**src/rtl/uart_tx_piso_cfg.sv**
```systemverilog
// UART transmit serialiser: start/data/parity/stop frame on the bit-rate clock, LSB first.
// Optional one-word holding register for back-to-back frames: define UART_TX_HOLD_EN.
module uart_tx_piso_cfg #(
  parameter int DATA_W    = 8,
  parameter int STOP_BITS = 1
) (
  input  logic              baud_clk,
  input  logic              reset,
  input  logic [DATA_W-1:0] data_in,
  input  logic              send,
  input  logic [1:0]        parity_mode,
  output logic              ready,
  output logic              data_tx,
  output logic              active_flag,
  output logic              done_flag
);

  if (DATA_W < 5 || DATA_W > 9) begin : g_bad_data_w
    $error("uart_tx_piso_cfg: DATA_W must be in 5..9");
  end
  if (STOP_BITS < 1 || STOP_BITS > 2) begin : g_bad_stop_bits
    $error("uart_tx_piso_cfg: STOP_BITS must be 1 or 2");
  end

  typedef enum logic [2:0] {IDLE, START, DATA, PARITY, STOP} state_t;

  localparam int CNT_W = 4;
  localparam logic [CNT_W-1:0] DATA_LAST = CNT_W'(DATA_W - 1);
  localparam logic [CNT_W-1:0] STOP_LAST = CNT_W'(STOP_BITS - 1);

  state_t            state, state_nxt;
  logic [DATA_W-1:0] shreg, shreg_nxt;
  logic [CNT_W-1:0]  cnt, cnt_nxt;
  logic              par_acc, par_acc_nxt;
  logic [1:0]        mode, mode_nxt;
  logic              tx_nxt, active_nxt, done_nxt;
  logic              accept, load_in, load_hold;
  logic [DATA_W-1:0] load_data;
  logic [1:0]        load_mode;

  function automatic logic has_parity(input logic [1:0] m);
    return (m == 2'b01) || (m == 2'b10);
  endfunction

  // Parity bit from the running XOR of the data bits already sent.
  function automatic logic parity_bit(input logic acc, input logic [1:0] m);
    return acc ^ (m == 2'b10);
  endfunction

`ifdef UART_TX_HOLD_EN
  logic              hold_full, hold_full_nxt;
  logic [DATA_W-1:0] hold_data, hold_data_nxt;
  logic [1:0]        hold_mode, hold_mode_nxt;

  assign ready = !hold_full;
`else
  assign ready = !active_flag;
`endif

  assign accept = send && ready;

  always_comb begin
    state_nxt   = state;
    shreg_nxt   = shreg;
    cnt_nxt     = cnt;
    par_acc_nxt = par_acc;
    mode_nxt    = mode;
    tx_nxt      = data_tx;
    active_nxt  = active_flag;
    done_nxt    = 1'b0;
    load_in     = 1'b0;
    load_hold   = 1'b0;
    load_data   = data_in;
    load_mode   = parity_mode;
`ifdef UART_TX_HOLD_EN
    hold_full_nxt = hold_full;
    hold_data_nxt = hold_data;
    hold_mode_nxt = hold_mode;
`endif

    case (state)
      IDLE: begin
        if (accept) load_in = 1'b1;
      end
      START: begin
        state_nxt   = DATA;
        cnt_nxt     = '0;
        tx_nxt      = shreg[0];
        par_acc_nxt = shreg[0];
        shreg_nxt   = shreg >> 1;
      end
      DATA: begin
        if (cnt == DATA_LAST) begin
          cnt_nxt = '0;
          if (has_parity(mode)) begin
            state_nxt = PARITY;
            tx_nxt    = parity_bit(par_acc, mode);
          end else begin
            state_nxt = STOP;
            tx_nxt    = 1'b1;
          end
        end else begin
          cnt_nxt     = cnt + CNT_W'(1);
          tx_nxt      = shreg[0];
          par_acc_nxt = par_acc ^ shreg[0];
          shreg_nxt   = shreg >> 1;
        end
      end
      PARITY: begin
        state_nxt = STOP;
        cnt_nxt   = '0;
        tx_nxt    = 1'b1;
      end
      STOP: begin
        if (cnt == STOP_LAST) begin
          state_nxt  = IDLE;
          cnt_nxt    = '0;
          tx_nxt     = 1'b1;
          active_nxt = 1'b0;
          done_nxt   = 1'b1;
`ifdef UART_TX_HOLD_EN
          // A queued word starts on the very edge the current frame ends.
          if (hold_full) begin
            load_hold     = 1'b1;
            hold_full_nxt = 1'b0;
          end else if (accept) begin
            load_in = 1'b1;
          end
`endif
        end else begin
          cnt_nxt = cnt + CNT_W'(1);
        end
      end
      default: begin
        state_nxt  = IDLE;
        tx_nxt     = 1'b1;
        active_nxt = 1'b0;
      end
    endcase

`ifdef UART_TX_HOLD_EN
    if (load_hold) begin
      load_data = hold_data;
      load_mode = hold_mode;
    end
    if (accept && !load_in) begin
      hold_full_nxt = 1'b1;
      hold_data_nxt = data_in;
      hold_mode_nxt = parity_mode;
    end
`endif

    if (load_in || load_hold) begin
      state_nxt   = START;
      shreg_nxt   = load_data;
      mode_nxt    = load_mode;
      cnt_nxt     = '0;
      par_acc_nxt = 1'b0;
      tx_nxt      = 1'b0;
      active_nxt  = 1'b1;
    end
  end

  always_ff @(posedge baud_clk or posedge reset) begin
    if (reset) begin
      state       <= IDLE;
      shreg       <= '0;
      cnt         <= '0;
      par_acc     <= 1'b0;
      mode        <= 2'b00;
      data_tx     <= 1'b1;
      active_flag <= 1'b0;
      done_flag   <= 1'b0;
    end else begin
      state       <= state_nxt;
      shreg       <= shreg_nxt;
      cnt         <= cnt_nxt;
      par_acc     <= par_acc_nxt;
      mode        <= mode_nxt;
      data_tx     <= tx_nxt;
      active_flag <= active_nxt;
      done_flag   <= done_nxt;
    end
  end

`ifdef UART_TX_HOLD_EN
  always_ff @(posedge baud_clk or posedge reset) begin
    if (reset) begin
      hold_full <= 1'b0;
      hold_data <= '0;
      hold_mode <= 2'b00;
    end else begin
      hold_full <= hold_full_nxt;
      hold_data <= hold_data_nxt;
      hold_mode <= hold_mode_nxt;
    end
  end
`endif

endmodule

```
**config.mk**
```make
export PLATFORM = sky130hd
export DESIGN_NAME = uart_tx_piso_cfg
export DESIGN_NICKNAME = d
export VERILOG_FILES = /design/src/rtl/uart_tx_piso_cfg.sv
export SDC_FILE = /design/constraint.sdc
export NUM_CORES = 1
export LEC_CHECK = 0
export CAP_MARGIN = 10
export CORE_UTILIZATION = 28
export DETAILED_ROUTE_END_ITERATION = 8
export PLACE_DENSITY = 0.49
export SKIP_LAST_GASP = 1
export SLEW_MARGIN = 30
export SYNTH_ARGS = -nofsm -noshare
export SYNTH_HDL_FRONTEND = slang
export SYNTH_SLANG_ARGS = --single-unit
```
**constraint.sdc**
```tcl
create_clock -name baud_clk -period 5.3 [get_ports baud_clk]
set_input_delay 0.53 -clock baud_clk [delete_from_list [all_inputs] [get_ports baud_clk]]
set_output_delay 0.53 -clock baud_clk [all_outputs]
set_load 0.01 [all_outputs]
```
### Yosys cells after proc, flatten, opt, wreduce, memory -nomap -nowiden

Index checks and enable logic that the tools add are counted.

| storage, ports and cells | value |
|---|---|
| register bits | 21 |
| bits of input ports | 13 |
| output and inout port bits | 4 |
| word-level logic and storage cells | 63 |

| operators by class | value |
|---|---|
| add/sub/neg operators | 1 |
| equality and inequality tests | 12 |
| muxes and demuxes | 27 |
| bitwise operators | 2 |
| reductions and logical operators | 13 |

Operators by type and width:

| cell | count |
|---|---|
| two-way mux 8 bit | 2 |
| one-hot mux 8 bit (2 select lines) | 1 |
| one-hot mux 3 bit (5 select lines) | 1 |
| two-way mux 1 bit | 12 |
| two-way mux 3 bit | 4 |
| two-way mux 4 bit | 3 |
| one-hot mux 4 bit (3 select lines) | 1 |
| inequality test 3 bit (second input constant) | 3 |
| == test 3 x 2 -> 1 bit (second input constant) | 2 |
| AND reduction 2 bit | 3 |
| adder 4 x 1 -> 4 bit (second input constant) | 1 |
| == test 4 x 3 -> 1 bit (second input constant) | 1 |
| logical NOT 4 bit | 1 |
| one-hot mux 1 bit (2 select lines) | 2 |
| one-hot mux 1 bit (4 select lines) | 1 |
| nonzero test 4 bit | 1 |
| OR reduction 4 bit | 1 |
| == test 3 x 1 -> 1 bit (second input constant) | 1 |
| == test 3 bit (second input constant) | 1 |
| logical NOT 3 bit | 1 |
| AND reduction 3 bit | 1 |
| nonzero test 3 bit | 1 |
| == test 2 x 1 -> 1 bit (second input constant) | 1 |
| == test 2 bit (second input constant) | 1 |
| 7 further kinds | 8 |

### Depth between registers and ports, before layout

Gate-level depths: netlist of the first run.

| depth | value |
|---|---|
| word-level depth | 6 |
| gate-level depth with buffers | 7 |
| mapped depth without buffers | 7 |

### Worst setup path before layout of the first run

OpenSTA, ideal clock, no wires.

| timing | value |
|---|---|
| path type | reg-to-reg |
| start | register cnt[0] |
| end | register cnt[2] |
| setup time | 126 ps |
| data arrival time | 1,617 ps |
| data required time | 5,174 ps |
| setup slack | 3,557 ps |
| cell stages (with the launch flop) | 8 |
| buffers on the path | 0 |
| period minus slack after synthesis | 1,743 ps |
| path through | dfrtp_1 > inv_1 > ha_1 > or3b_4 > a32oi_2 > o21ai_2 > and3b_1 > a221o_1 |

| on the way | value |
|---|---|
| word-level cells in the longest chain between the ends | 4 |
| elaborated cells between the ends (all ways) | 7 |
| those cells by class | add/sub: 1; eq/ne: 1; mux: 4; reduce/logical: 1 |

Ends and longest elaborated chain:

| item | line | text |
|---|---|---|
| start: declaration | 33 | `logic [CNT_W-1:0] cnt, cnt_nxt;` |
| start signal: assignment | 177 | `cnt <= cnt_nxt;` |
| adder 4 x 1 -> 4 bit, or another cell as far along | 103, 131 |  |
| two-way mux 4 bit (on tied branches) | 115, 93 |  |
| one-hot mux 4 bit (3 select lines) * | 81 | `case (state)` |
| two-way mux 4 bit * | 153 | `if (load_in \|\| load_hold) begin` |

Every way passes the cells marked *; elsewhere a longest branch is shown, timed or not.
A chain may end at the register's enable or synchronous reset.

### Worst setup path in the final report of the first run

| timing | value |
|---|---|
| start | register state[2] |
| end | register cnt[2] |

| on the way | value |
|---|---|
| word-level cells in the longest chain between the ends | 4 |
| elaborated cells between the ends (all ways) | 10 |
| those cells by class | eq/ne: 4; mux: 3; reduce/logical: 3 |

Ends and longest elaborated chain:

| item | line | text |
|---|---|---|
| start: declaration | 31 | `state_t state, state_nxt;` |
| start signal: assignment | 175 | `state <= state_nxt;` |
| == test 3 x 2 -> 1 bit or == test 3 x 1 -> 1 bit (tied branches) | 81 |  |
| OR reduction 2 bit (no source line) | n/a |  |
| one-hot mux 4 bit (3 select lines) | 81 |  |
| two-way mux 4 bit | 153 |  |

Several ways; a longest one is shown, not always the timed one.

==> results of run 1 <==
==> layout make-up <==
class	instances	share of cell area, %
clock buffer	4	2.83
inverter	9	2.13
multi-input combinational	111	47.6
sequential	21	33.1
tap	54	4.25
timing repair buffer	16	10.1
==> worst max-delay path, cell delays in order, from the launching register on <==
cell and delay [ps]:
dfrtp_1 820, inv_1 330, o21ai_0 490, nor3b_1 110, a221o_1 330
==> flip-flops by register name, indices dropped and copies added, names as in the netlist <==
signal and flops:
state 3, par_acc 1, active_flag 1, mode 2
cnt 4, data_tx 1, done_flag 1, shreg 8
==> worst paths after layout <==
kind / to / cells after the start
setup / recovery: cnt[2] / 4
hold / removal: mode[0] / 1
setup reg to reg: cnt[2] / 4
hold reg to reg: mode[0] / 1
max in group asynchronous: state[0] / 2
min in group asynchronous: state[2] / 2
==> placed cells by master (no fill, tap or decap), types with 4 or more instances in the layout <==
cell type	instances
nand2_1	14
nand3_1	4
a21oi_1	9
clkdlybuf4s50_1	16
a22oi_1	11
inv_1	9
dfrtp_1	20
o211ai_1	6
nor3_1	5
o21a_1	5
nor2_1	5
o21ai_0	6
a22o_1	7
==> power by group through the flow <==
| stage | clock [mW] | combinational, mW | sequential [mW] |
|---|---|---|---|
| 4_1_cts | 0.115 | 0.257 | 0.286 |
| 3_3_place_gp | 0 | 0.250 | 0.288 |
| 2_1_floorplan | 0 | 0.220 | 0.253 |
| 3_5_place_dp | 0 | 0.256 | 0.289 |
| 6_report | 0.111 | 0.255 | 0.288 |
| 5_1_grt | 0.119 | 0.291 | 0.298 |
==> cells by family after synthesis <==
family	count (synthesis)	synth area share, %
and+or+nand+nor	45	17.6
DFF	21	38.7
adders and majority gates	3	2.76
xor gates and xnor gates	1	0.643
muxes	3	2.39
AOI/OAI and AO/OA	59	32.0
buffers and inverters	18	5.88
==> layer usage <==
metal  GRT usage (%)  wire length [um]  vias to the layer above  share of wire (%)
met5               0                 0                        -                  0
met4            3.05                 8                        0               0.26
met2            18.9              1340                       21                 43
li1                -                 -                      586                  -
met3            3.38               102                        2                3.3
met1            19.0              1640                      574                 53
==> results_tabular.tex, run 1 <==
\begin{tabular}{lr}
\hline
Metric & Value \\
\hline
\multicolumn{2}{l}{\textbf{Clock network}} \\
\quad Number of gates resized after CTS & 0 \\
\quad TritonCTS clock tree & yes \\
\quad Number of buffers inserted by post-CTS setup repair & 0 \\
\quad H-tree levels & 1 \\
\quad Hold Buf Count CTS & 0 \\
\quad Longest Clk Path Bufs & 2 \\
\quad Num CTS Buffers & 3 \\
\quad Clock-pin slew on the worst setup and hold paths & 90 ps \\
\quad Clock root buffer & clkbuf\_8 \\
\quad Later-pin clock latency in the skew report & about 270 ps \\
\quad Count of clock tree sinks & 21 \\
\multicolumn{2}{l}{\textbf{Logic synthesis}} \\
\quad Flip-flop and latch count after synthesis & 21 \\
\quad Avg Synthesized Cell Area & 9.08 um2 \\
\quad Area fraction of the dominant cell type after synthesis & between 30\% and 40\% \\
\quad Syn Inst Count & 150 \\
\quad Most numerous cell in the Yosys netlist & dfrtp\_1 \\
\quad Post-synthesis cell area & between 1000 and 1500 um2 \\
\quad Sequential cell area fraction in the yosys report & about two fifths \\
\quad Top\_reg\_cell synth & dfrtp\_1 \\
\quad Syn\_nets & roughly 170 \\
\quad Number of distinct library cells after synthesis & 46 \\
\quad Async set or reset register ratio after synthesis & 100\% \\
\quad Most used standard cells in the synthesized netlist & dfrtp\_1, nand2\_1, a22oi\_1, a21oi\_1, inv\_1 \\
\quad Number of synthesized flops with an enable pin & 0 \\
\quad Number of synthesis warnings & 0 \\
\quad Largest area contributor in the synthesized netlist & dfrtp\_1 \\
\quad Cells taking the most area after synthesis & dfrtp\_1, a22oi\_1, a22o\_1, nand2\_1, a21oi\_1 \\
\multicolumn{2}{l}{\textbf{Pwr}} \\
\quad Sequential share of power & 44.0\% \\
\quad Combinational cell fraction of total power & approximately two fifths \\
\quad Proportion of total power due to net switching & between 30\% and 40\% \\
\quad Switching power of the nets & around 0.26 mW \\
\quad Total chip power & 0.654 mW \\
\quad Cell leakage power & $\sim$0.66 nW \\
\quad Total internal power & between 0.3 and 0.4 mW \\
\quad Clk pwr share & between 10\% and 20\% \\
\quad IR Drop Worst-Case VDD & about 0.15 mV \\
\quad Pwr Density & slightly above 400 nW/um2 \\
\multicolumn{2}{l}{\textbf{Routing}} \\
\quad Routed WL per cell & approximately 14 um \\
\quad 1st-iter DRT viols & between 100 and 150 \\
\quad Routed Wire Length & about 3000 um \\
\quad Via count & 1183 \\
\quad Routed via count divided by cell count & between 5 and 6 \\
\quad Routed Antenna Nets & 0 \\
\quad Number of design rule violations left after detail routing & 0 \\
\quad Number of detailed-routing iterations run before antenna repair & 4 \\
\multicolumn{2}{l}{\textbf{Timing}} \\
\quad Worst Clk Skew & slightly below 8 ps \\
\quad FMAX & between 0.4 and 0.5 GHz \\
\quad Post-route fraction of the period consumed by the critical path & between 40\% and 50\% \\
\quad Transition time of the tightest slew-check pin & approximately 860 ps \\
\quad Setup Viol. Count Final & 0 \\
\quad Slew headroom & between 40 and 50\% \\
\quad Setup repair after global routing missed its margin & no \\
\quad Min Tclk post-route & between 2000 and 2500 ps \\
\quad Final Hold Violating Endpoints & 0 \\
\quad Worst hold margin & between 500 and 600 ps \\
\quad Worst-case setup margin in the final layout & roughly 3100 ps \\
\quad Final count of pins violating max slew & 0 \\
\quad Setup TNS & 0 ps \\
\multicolumn{2}{l}{\textbf{Critical path}} \\
\quad Data arrival time of the worst path & 2360 ps \\
\quad Crit path launch type & flop \\
\quad Data required time of the critical path & about 5500 ps \\
\quad Critical path class & flop to flop \\
\quad Crit. End Element & flop \\
\quad Launching element of the worst setup path & state[2] \\
\quad Worst-path fanout max & 23 \\
\quad Flop2flop setup slack & roughly 3100 ps \\
\quad Reg-to-reg startpoint & state[2] \\
\multicolumn{2}{l}{\textbf{Run status}} \\
\quad Result of the run & finished, final reports clean \\
\multicolumn{2}{l}{\textbf{Cells and area}} \\
\quad Antenna diode count & 0 \\
\quad Sequential cell area & 527 um2 \\
\quad Number of inserted filler cells in the final layout & about 500 \\
\quad Number of nets in the layout & 178 \\
\quad Fraction of layout cells with a size suffix above 1 & around 8.7\% \\
\quad Area of the multi-input gates & about 760 um2 \\
\quad Cell Count, Final, Fillers Out & 215 \\
\quad Layout area overhead & 16.6\% \\
\quad Core occupancy in the finished layout & 33.9\% \\
\quad Post-Layout Inst Area & between 1500 and 2000 um2 \\
\multicolumn{2}{l}{\textbf{Floorplan}} \\
\quad Boundary Pins & 17 \\
\quad Die outline area & 5150 um2 \\
\quad Floorplan core area & 4690 um2 \\
\quad Total number of placement rows & 25 \\
\quad Horizontal die dimension & about 72 um \\
\quad Initial cell density of the core & between 20 and 30\% \\
\quad Die extent in y & 71.8 um \\
\multicolumn{2}{l}{\textbf{GRT}} \\
\quad First-pass GRT wire length & 5220 um \\
\quad Overflow left after global routing & 0 \\
\quad All-layer global routing usage & 12.9\% \\
\quad Number of antenna violations at the first check in global routing & 0 \\
\quad Via count of the first global-routing pass & 1088 \\
\quad Pin count of the biggest net entering global routing & 29 \\
\multicolumn{2}{l}{\textbf{Placed design}} \\
\quad Weighted congestion at the end of routability-driven global placement & around 0.76 \\
\quad Post-place setup slack & 3080 ps \\
\quad DP Cell Count & 211 \\
\quad Placed cell area & 1540 um2 \\
\quad Detailed placer's ending HPWL & 2100 um \\
\quad Number of buffers inserted by port buffering & 16 \\
\multicolumn{2}{l}{\textbf{Worst hold path}} \\
\quad HP Class & flop to flop \\
\quad Worst hold path startpoint & mode[0] \\
\multicolumn{2}{l}{\textbf{Job}} \\
\quad Number of maximum-capacitance constraint violations & 0 \\
\hline
\end{tabular}
Power figures use the tool's default switching activity.
==> run 2: changes to the inputs <==
==> constraint.sdc (replaced) <==
create_clock -name baud_clk -period 2.13 [get_ports baud_clk]
set_input_delay 0.213 -clock baud_clk [delete_from_list [all_inputs] [get_ports baud_clk]]
set_output_delay 0.213 -clock baud_clk [all_outputs]
set_load 0.01 [all_outputs]
==> run 2 against run 1 <==
Effect of this change:
- cell count is 2.3% higher
- global-route usage is 0.69 points higher
- combinational power grew to 2.8 times the previous value
- design area is 2.4% higher
- die area stayed put
- hold slack worse by 240 ps
- non-clock buffer count is 5 higher
- sequential power is 130% higher
- setup slack worse by 2800 ps
- largest cell class unchanged
- flip-flop and latch count stayed put
- clock skew is 6.8 ps lower
- highest routed layer unchanged
==> results_tabular.tex, run 2 (synthesis gave the netlist of run 1 again) <==
\begin{tabular}{lr}
\hline
Metric & Value \\
\hline
\multicolumn{2}{l}{\textbf{Floorplan}} \\
\quad Boundary Pins & 17 \\
\quad Die extent in y & slightly above 70 um \\
\quad Initial cell density of the core & 29.0\% \\
\quad Horizontal die dimension & 71.8 um \\
\quad Floorplan core area & between 4000 and 5000 um2 \\
\quad Die outline area & roughly 5100 um2 \\
\quad Total number of placement rows & 25 \\
\multicolumn{2}{l}{\textbf{Cells and area}} \\
\quad Most flops, register & shreg \\
\quad Top library cells by usage in the layout, fill and taps aside & dfrtp\_1, clkdlybuf4s50\_1, nand2\_1 \\
\quad Fraction of layout cells with a size suffix above 1 & a little under an eighth \\
\quad Antenna diode count & 0 \\
\quad Post-Layout Inst Area & around 1600 um2 \\
\quad Most frequent standard cell in the layout excluding fill and tap cells & dfrtp\_1 \\
\quad Number of nets in the layout & $\sim$180 \\
\quad Layout area overhead & 19.4\% \\
\quad Registers with the most flip-flops & shreg (8), cnt (4), state (3) \\
\quad Largest register FFs & 8 \\
\quad Number of inserted filler cells in the final layout & just over 500 \\
\quad Core occupancy in the finished layout & a little over a third \\
\multicolumn{2}{l}{\textbf{Routing}} \\
\quad Number of detailed-routing iterations run before antenna repair & 4 \\
\quad Routed via count divided by cell count & around 5.5 \\
\quad Routed Wire Length & between 3000 and 4000 um \\
\quad Number of design rule violations left after detail routing & 0 \\
\quad Routed Antenna Nets & 0 \\
\quad Via count & approximately 1200 \\
\quad 1st-iter DRT viols & 111 \\
\quad Routed WL per cell & roughly 14 um \\
\multicolumn{2}{l}{\textbf{Clock network}} \\
\quad Clock root buffer & clkbuf\_8 \\
\quad Later-pin clock latency in the skew report & approximately 260 ps \\
\quad H-tree levels & 1 \\
\quad Longest Clk Path Bufs & 2 \\
\quad Clock-pin slew on the worst setup and hold paths & roughly 80 ps \\
\quad Number of buffers inserted by post-CTS setup repair & 0 \\
\quad Count of clock tree sinks & 21 \\
\quad TritonCTS clock tree & yes \\
\quad Hold Buf Count CTS & 0 \\
\quad Num CTS Buffers & 3 \\
\quad Number of gates resized after CTS & 0 \\
\multicolumn{2}{l}{\textbf{Timing}} \\
\quad Slew headroom & 66.5\% \\
\quad FMAX & 0.534 GHz \\
\quad Setup Viol. Count Final & 0 \\
\quad Min Tclk post-route & between 1500 and 2000 ps \\
\quad Setup repair after global routing missed its margin & no \\
\quad Setup TNS & 0 ps \\
\quad Transition time of the tightest slew-check pin & 498 ps \\
\quad Worst-case setup margin in the final layout & 257 ps \\
\quad Post-route fraction of the period consumed by the critical path & 88.0\% \\
\quad Worst Clk Skew & between 1 and 1.5 ps \\
\quad Final count of pins violating max slew & 0 \\
\quad Final Hold Violating Endpoints & 0 \\
\multicolumn{2}{l}{\textbf{Critical path}} \\
\quad Data required time of the critical path & $\sim$2300 ps \\
\quad Flop2flop setup slack & between 200 and 300 ps \\
\quad Crit. End Element & flop \\
\quad Destination of the worst register-to-register timing path & cnt[2] \\
\quad Reg2Reg Depth & 6 \\
\quad Worst-path fanout max & 8 \\
\quad Reg-to-reg startpoint & cnt[1] \\
\quad Critical path class & flop to flop \\
\quad Crit path launch type & flop \\
\quad Data arrival time of the worst path & 2020 ps \\
\multicolumn{2}{l}{\textbf{Pwr}} \\
\quad Cell leakage power & 0.685 nW \\
\quad Pwr Density & $\sim$1000 nW/um2 \\
\quad IR Drop Worst-Case VDD & slightly above 0.4 mV \\
\quad Total chip power & about 1.6 mW \\
\multicolumn{2}{l}{\textbf{GRT}} \\
\quad All-layer global routing usage & approximately 14\% \\
\quad Pin count of the biggest net entering global routing & 23 \\
\quad Via count of the first global-routing pass & about 1100 \\
\quad First-pass GRT wire length & $\sim$5500 um \\
\quad Number of antenna violations at the first check in global routing & 0 \\
\quad Overflow left after global routing & 0 \\
\multicolumn{2}{l}{\textbf{Placed design}} \\
\quad Placed cell area & $\sim$1600 um2 \\
\quad Number of buffers inserted by port buffering & 16 \\
\quad Detailed placer's ending HPWL & between 2000 and 2500 um \\
\quad Post-place setup slack & between 200 and 250 ps \\
\quad Weighted congestion at the end of routability-driven global placement & 0.781 \\
\multicolumn{2}{l}{\textbf{Worst hold path}} \\
\quad HP Class & input port to asynchronous set/reset pin \\
\multicolumn{2}{l}{\textbf{Run status}} \\
\quad Result of the run & finished, final reports clean \\
\multicolumn{2}{l}{\textbf{Job}} \\
\quad Number of maximum-capacitance constraint violations & 0 \\
\hline
\end{tabular}
## run 2: through the flow
step | hold WS, ps | instances
3_3_place_gp | 488 | 216
5_1_grt | 334 | 220
2_1_floorplan | 189 | 150
3_5_place_dp | 503 | 216
4_1_cts | 285 | 220
6_report | 276 | 220
## run 2: cell type report
| cell class | instances | area, um2 | share of cell area [%] |
|---|---|---|---|
| Multi-Input combinational cell | 111 | 756 | 46.5 |
| Clock buffer | 4 | 45.0 | 2.77 |
| Tap cell | 54 | 67.6 | 4.15 |
| Timing Repair Buffer | 21 | 198 | 12.2 |
| Sequential cell | 21 | 527 | 32.4 |
| Inverter | 9 | 33.8 | 2.08 |
## run 2: where the power goes
part / internal [mW] / total [mW] / leakage [nW] / switching [mW]
Clock: 0.133 / 0.271 / 0.0228 / 0.138
Combinational: 0.338 / 0.711 / 0.393 / 0.374
Sequential: 0.523 / 0.656 / 0.269 / 0.133
Total: 0.994 / 1.64 / 0.685 / 0.645
## run 2: how the worst max path moves through the flow
stage / from / end / slack [ps] / depth (start not counted)
3_3_place_gp: send / cnt[2] / 270 / 6
3_5_place_dp: send / cnt[2] / 230 / 6
4_1_cts: cnt[0] / cnt[2] / 240 / 6
6_report: cnt[1] / cnt[2] / 260 / 6
5_1_grt: cnt[0] / cnt[2] / 100 / 6
2_1_floorplan: cnt[0] / cnt[2] / 390 / 7
## run 2: worst max-delay path: stages, from the launching register on
cell and delay (ps):
dfrtp_1 410, ha_1 220, nand3b_1 270, a32oi_2 320, o21ai_2 110, and3b_1 170, a221o_1 250
## run 2: per-layer routing
| layer | up-vias | global-route usage, % | routed length [um] |
|---|---|---|---|
| met5 | - | 0 | 0 |
| met4 | 0 | 3.49 | 16 |
| met3 | 2 | 3.09 | 108 |
| met2 | 24 | 19.7 | 1370 |
| met1 | 586 | 20.3 | 1630 |
| li1 | 598 | - | - |
==> run 3: changes to the inputs <==
--- a/config.mk
+++ b/config.mk
@@ -6,6 +6,7 @@
 export NUM_CORES = 1
 export LEC_CHECK = 0
 export CAP_MARGIN = 10
+export CORE_ASPECT_RATIO = 0.75
 export CORE_UTILIZATION = 28
 export DETAILED_ROUTE_END_ITERATION = 8
 export PLACE_DENSITY = 0.49
==> constraint.sdc (replaced) <==
create_clock -name baud_clk -period 2.13 [get_ports baud_clk]
set_input_delay 0.5325 -clock baud_clk [delete_from_list [all_inputs] [get_ports baud_clk]]
set_output_delay 0.5325 -clock baud_clk [all_outputs]
set_load 0.01 [all_outputs]
==> run 3 against run 2 <==
Effect of this change:
- sequential power about the same
- hold slack improved by 240 ps
- via count increased by 0.33%
- sequential share of layout area decreased by 0.83 points
- combinational power increased by 2%
- setup slack got worse by 55 ps
- non-clock buffer count increased by 5
- core utilization increased by 1.8 points
- critical endpoint unchanged
==> results_tabular.tex, run 3 (synthesis gave the netlist of run 1 again) <==
\begin{tabular}{lr}
\hline
Metric & Value \\
\hline
\multicolumn{2}{l}{\textbf{Critical path}} \\
\quad Data required time of the critical path & between 2000 and 2500 ps \\
\quad Critical path class & flop to flop \\
\quad Data arrival time of the worst path & 2080 ps \\
\quad Worst-path fanout max & 8 \\
\quad Crit path launch type & flop \\
\quad Crit. End Element & flop \\
\multicolumn{2}{l}{\textbf{Floorplan}} \\
\quad Initial cell density of the core & between 20 and 30\% \\
\quad Die extent in y & about 62 um \\
\quad Floorplan core area & 4570 um2 \\
\quad Boundary Pins & 17 \\
\quad Total number of placement rows & 21 \\
\quad Horizontal die dimension & around 83 um \\
\quad Die outline area & slightly above 5000 um2 \\
\multicolumn{2}{l}{\textbf{Timing}} \\
\quad Slew headroom & 65.9\% \\
\quad Min Tclk post-route & roughly 1900 ps \\
\quad Post-route fraction of the period consumed by the critical path & $\sim$91\% \\
\quad Final count of pins violating max slew & 0 \\
\quad Final Hold Violating Endpoints & 0 \\
\quad Transition time of the tightest slew-check pin & slightly above 500 ps \\
\quad Setup Viol. Count Final & 0 \\
\quad Worst-case setup margin in the final layout & between 200 and 250 ps \\
\quad Setup repair after global routing missed its margin & no \\
\quad Worst hold margin & roughly 510 ps \\
\quad Setup TNS & 0 ps \\
\quad FMAX & between 0.5 and 0.6 GHz \\
\quad Worst Clk Skew & $\sim$5.9 ps \\
\multicolumn{2}{l}{\textbf{GRT}} \\
\quad First-pass GRT wire length & about 5900 um \\
\quad Number of antenna violations at the first check in global routing & 0 \\
\quad Met1 usage & about 23\% \\
\quad Via count of the first global-routing pass & between 1000 and 1500 \\
\quad All-layer global routing usage & roughly 15\% \\
\quad GRT met3 Usage & 4.38\% \\
\quad Most congested layer reported by global routing & met1 \\
\quad Pin count of the biggest net entering global routing & 28 \\
\quad Met2 usage in global routing & about a fifth \\
\quad Overflow left after global routing & 0 \\
\multicolumn{2}{l}{\textbf{Clock network}} \\
\quad Number of gates resized after CTS & 0 \\
\quad Number of buffers inserted by post-CTS setup repair & 0 \\
\quad Count of clock tree sinks & 21 \\
\quad Hold Buf Count CTS & 0 \\
\quad Num CTS Buffers & 3 \\
\quad Clock-pin slew on the worst setup and hold paths & approximately 80 ps \\
\quad TritonCTS clock tree & yes \\
\quad Clock root buffer & clkbuf\_8 \\
\quad Longest Clk Path Bufs & 2 \\
\quad Later-pin clock latency in the skew report & between 200 and 300 ps \\
\quad H-tree levels & 1 \\
\multicolumn{2}{l}{\textbf{Routing}} \\
\quad Via count & $\sim$1200 \\
\quad 1st-iter DRT viols & $\sim$110 \\
\quad Routed via count divided by cell count & between 5 and 6 \\
\quad Routed Antenna Nets & 0 \\
\quad Routed WL per cell & roughly 14 um \\
\quad Number of design rule violations left after detail routing & 0 \\
\quad Routed Wire Length & approximately 3300 um \\
\quad Number of detailed-routing iterations run before antenna repair & 4 \\
\multicolumn{2}{l}{\textbf{Cells and area}} \\
\quad Largest register FFs & 8 \\
\quad Registers with the most flip-flops & shreg (8), cnt (4), state (3) \\
\quad Antenna diode count & 0 \\
\quad Cell Count, Final, Fillers Out & approximately 230 \\
\quad Layout area overhead & 22.5\% \\
\quad Area of the multi-input gates & $\sim$760 um2 \\
\quad Most frequent standard cell in the layout excluding fill and tap cells & dfrtp\_1 \\
\quad Top library cells by usage in the layout, fill and taps aside & dfrtp\_1, clkdlybuf4s50\_1, nand2\_1 \\
\quad Number of nets in the layout & 188 \\
\quad Sequential cell area & 527 um2 \\
\quad Number of inserted filler cells in the final layout & 485 \\
\quad Fraction of layout cells with a size suffix above 1 & 14.6\% \\
\quad Most flops, register & shreg \\
\multicolumn{2}{l}{\textbf{Pwr}} \\
\quad Cell leakage power & 0.708 nW \\
\quad IR Drop Worst-Case VDD & about 0.34 mV \\
\quad Total chip power & around 1.7 mW \\
\quad Pwr Density & between 900 and 1000 nW/um2 \\
\multicolumn{2}{l}{\textbf{Worst hold path}} \\
\quad HP Class & flop to flop \\
\multicolumn{2}{l}{\textbf{Placed design}} \\
\quad Detailed placer's ending HPWL & about 2300 um \\
\quad DP Cell Count & $\sim$220 \\
\quad Post-place setup slack & between 10 and 15 ps \\
\quad Weighted congestion at the end of routability-driven global placement & slightly above 0.8 \\
\quad Number of buffers inserted by port buffering & 16 \\
\multicolumn{2}{l}{\textbf{Run status}} \\
\quad Result of the run & finished, final reports clean \\
\multicolumn{2}{l}{\textbf{Job}} \\
\quad Number of maximum-capacitance constraint violations & 0 \\
\hline
\end{tabular}
-- run 3: cell count changes in the layout (fill, tap and decap cells not counted) --
cell / change
clkbuf_1: -1
buf_4: +5
clkinv_2: +1
-- run 3: cell type report --
| type | count | area share (%) |
|---|---|---|
| Tap cell | 57 | 4.27 |
| Timing Repair Buffer | 26 | 14.1 |
| Clock inverter | 1 | 0.300 |
| Sequential cell | 21 | 31.6 |
| Inverter | 9 | 2.02 |
| Clock buffer | 3 | 2.47 |
| Multi-Input combinational cell | 111 | 45.3 |
-- run 3: layer usage --
metal  up-vias  part of all wire [%]  wire (um)
li1        607                     -          -
met1       580                    52       1700
met2        23                    43       1390
met3         4                   4.1        133
met4         0                   1.1         36
met5         -                     0          0
-- run 3: power breakdown --
group | switching [mW] | internal [mW]
Sequential | 0.137 | 0.522
Clock | 0.137 | 0.130
Combinational | 0.373 | 0.354
-- run 3: path summary, 6_finish.rpt --
kind / startpoint / endpoint / slack, ps / cells past startpoint
max in group asynchronous: reset / state[2] / 1020 / 3
hold / removal: mode[0] / mode[0] / 510 / 1
setup / recovery: cnt[1] / cnt[2] / 200 / 6
hold reg to reg: mode[0] / mode[0] / 510 / 1
setup reg to reg: cnt[1] / cnt[2] / 200 / 6
min in group asynchronous: reset / mode[0] / 570 / 2
-- run 3: metrics by stage --
| step | instance area [um2] | util, % |
|---|---|---|
| after global routing | 1670 | 36.5 |
| after global placement | 1620 | 35.5 |
| after floorplan | 1360 | - |
| final | 1670 | 36.5 |
| after CTS | 1670 | 36.5 |
| after detailed placement | 1620 | 35.5 |
-- run 3: worst max-delay path: stages, from the launching register on --
cell	delay, ps
dfrtp_1	430
ha_1	230
nand3b_1	290
a32oi_2	340
o21ai_2	100
and3b_1	170
a221o_1	250
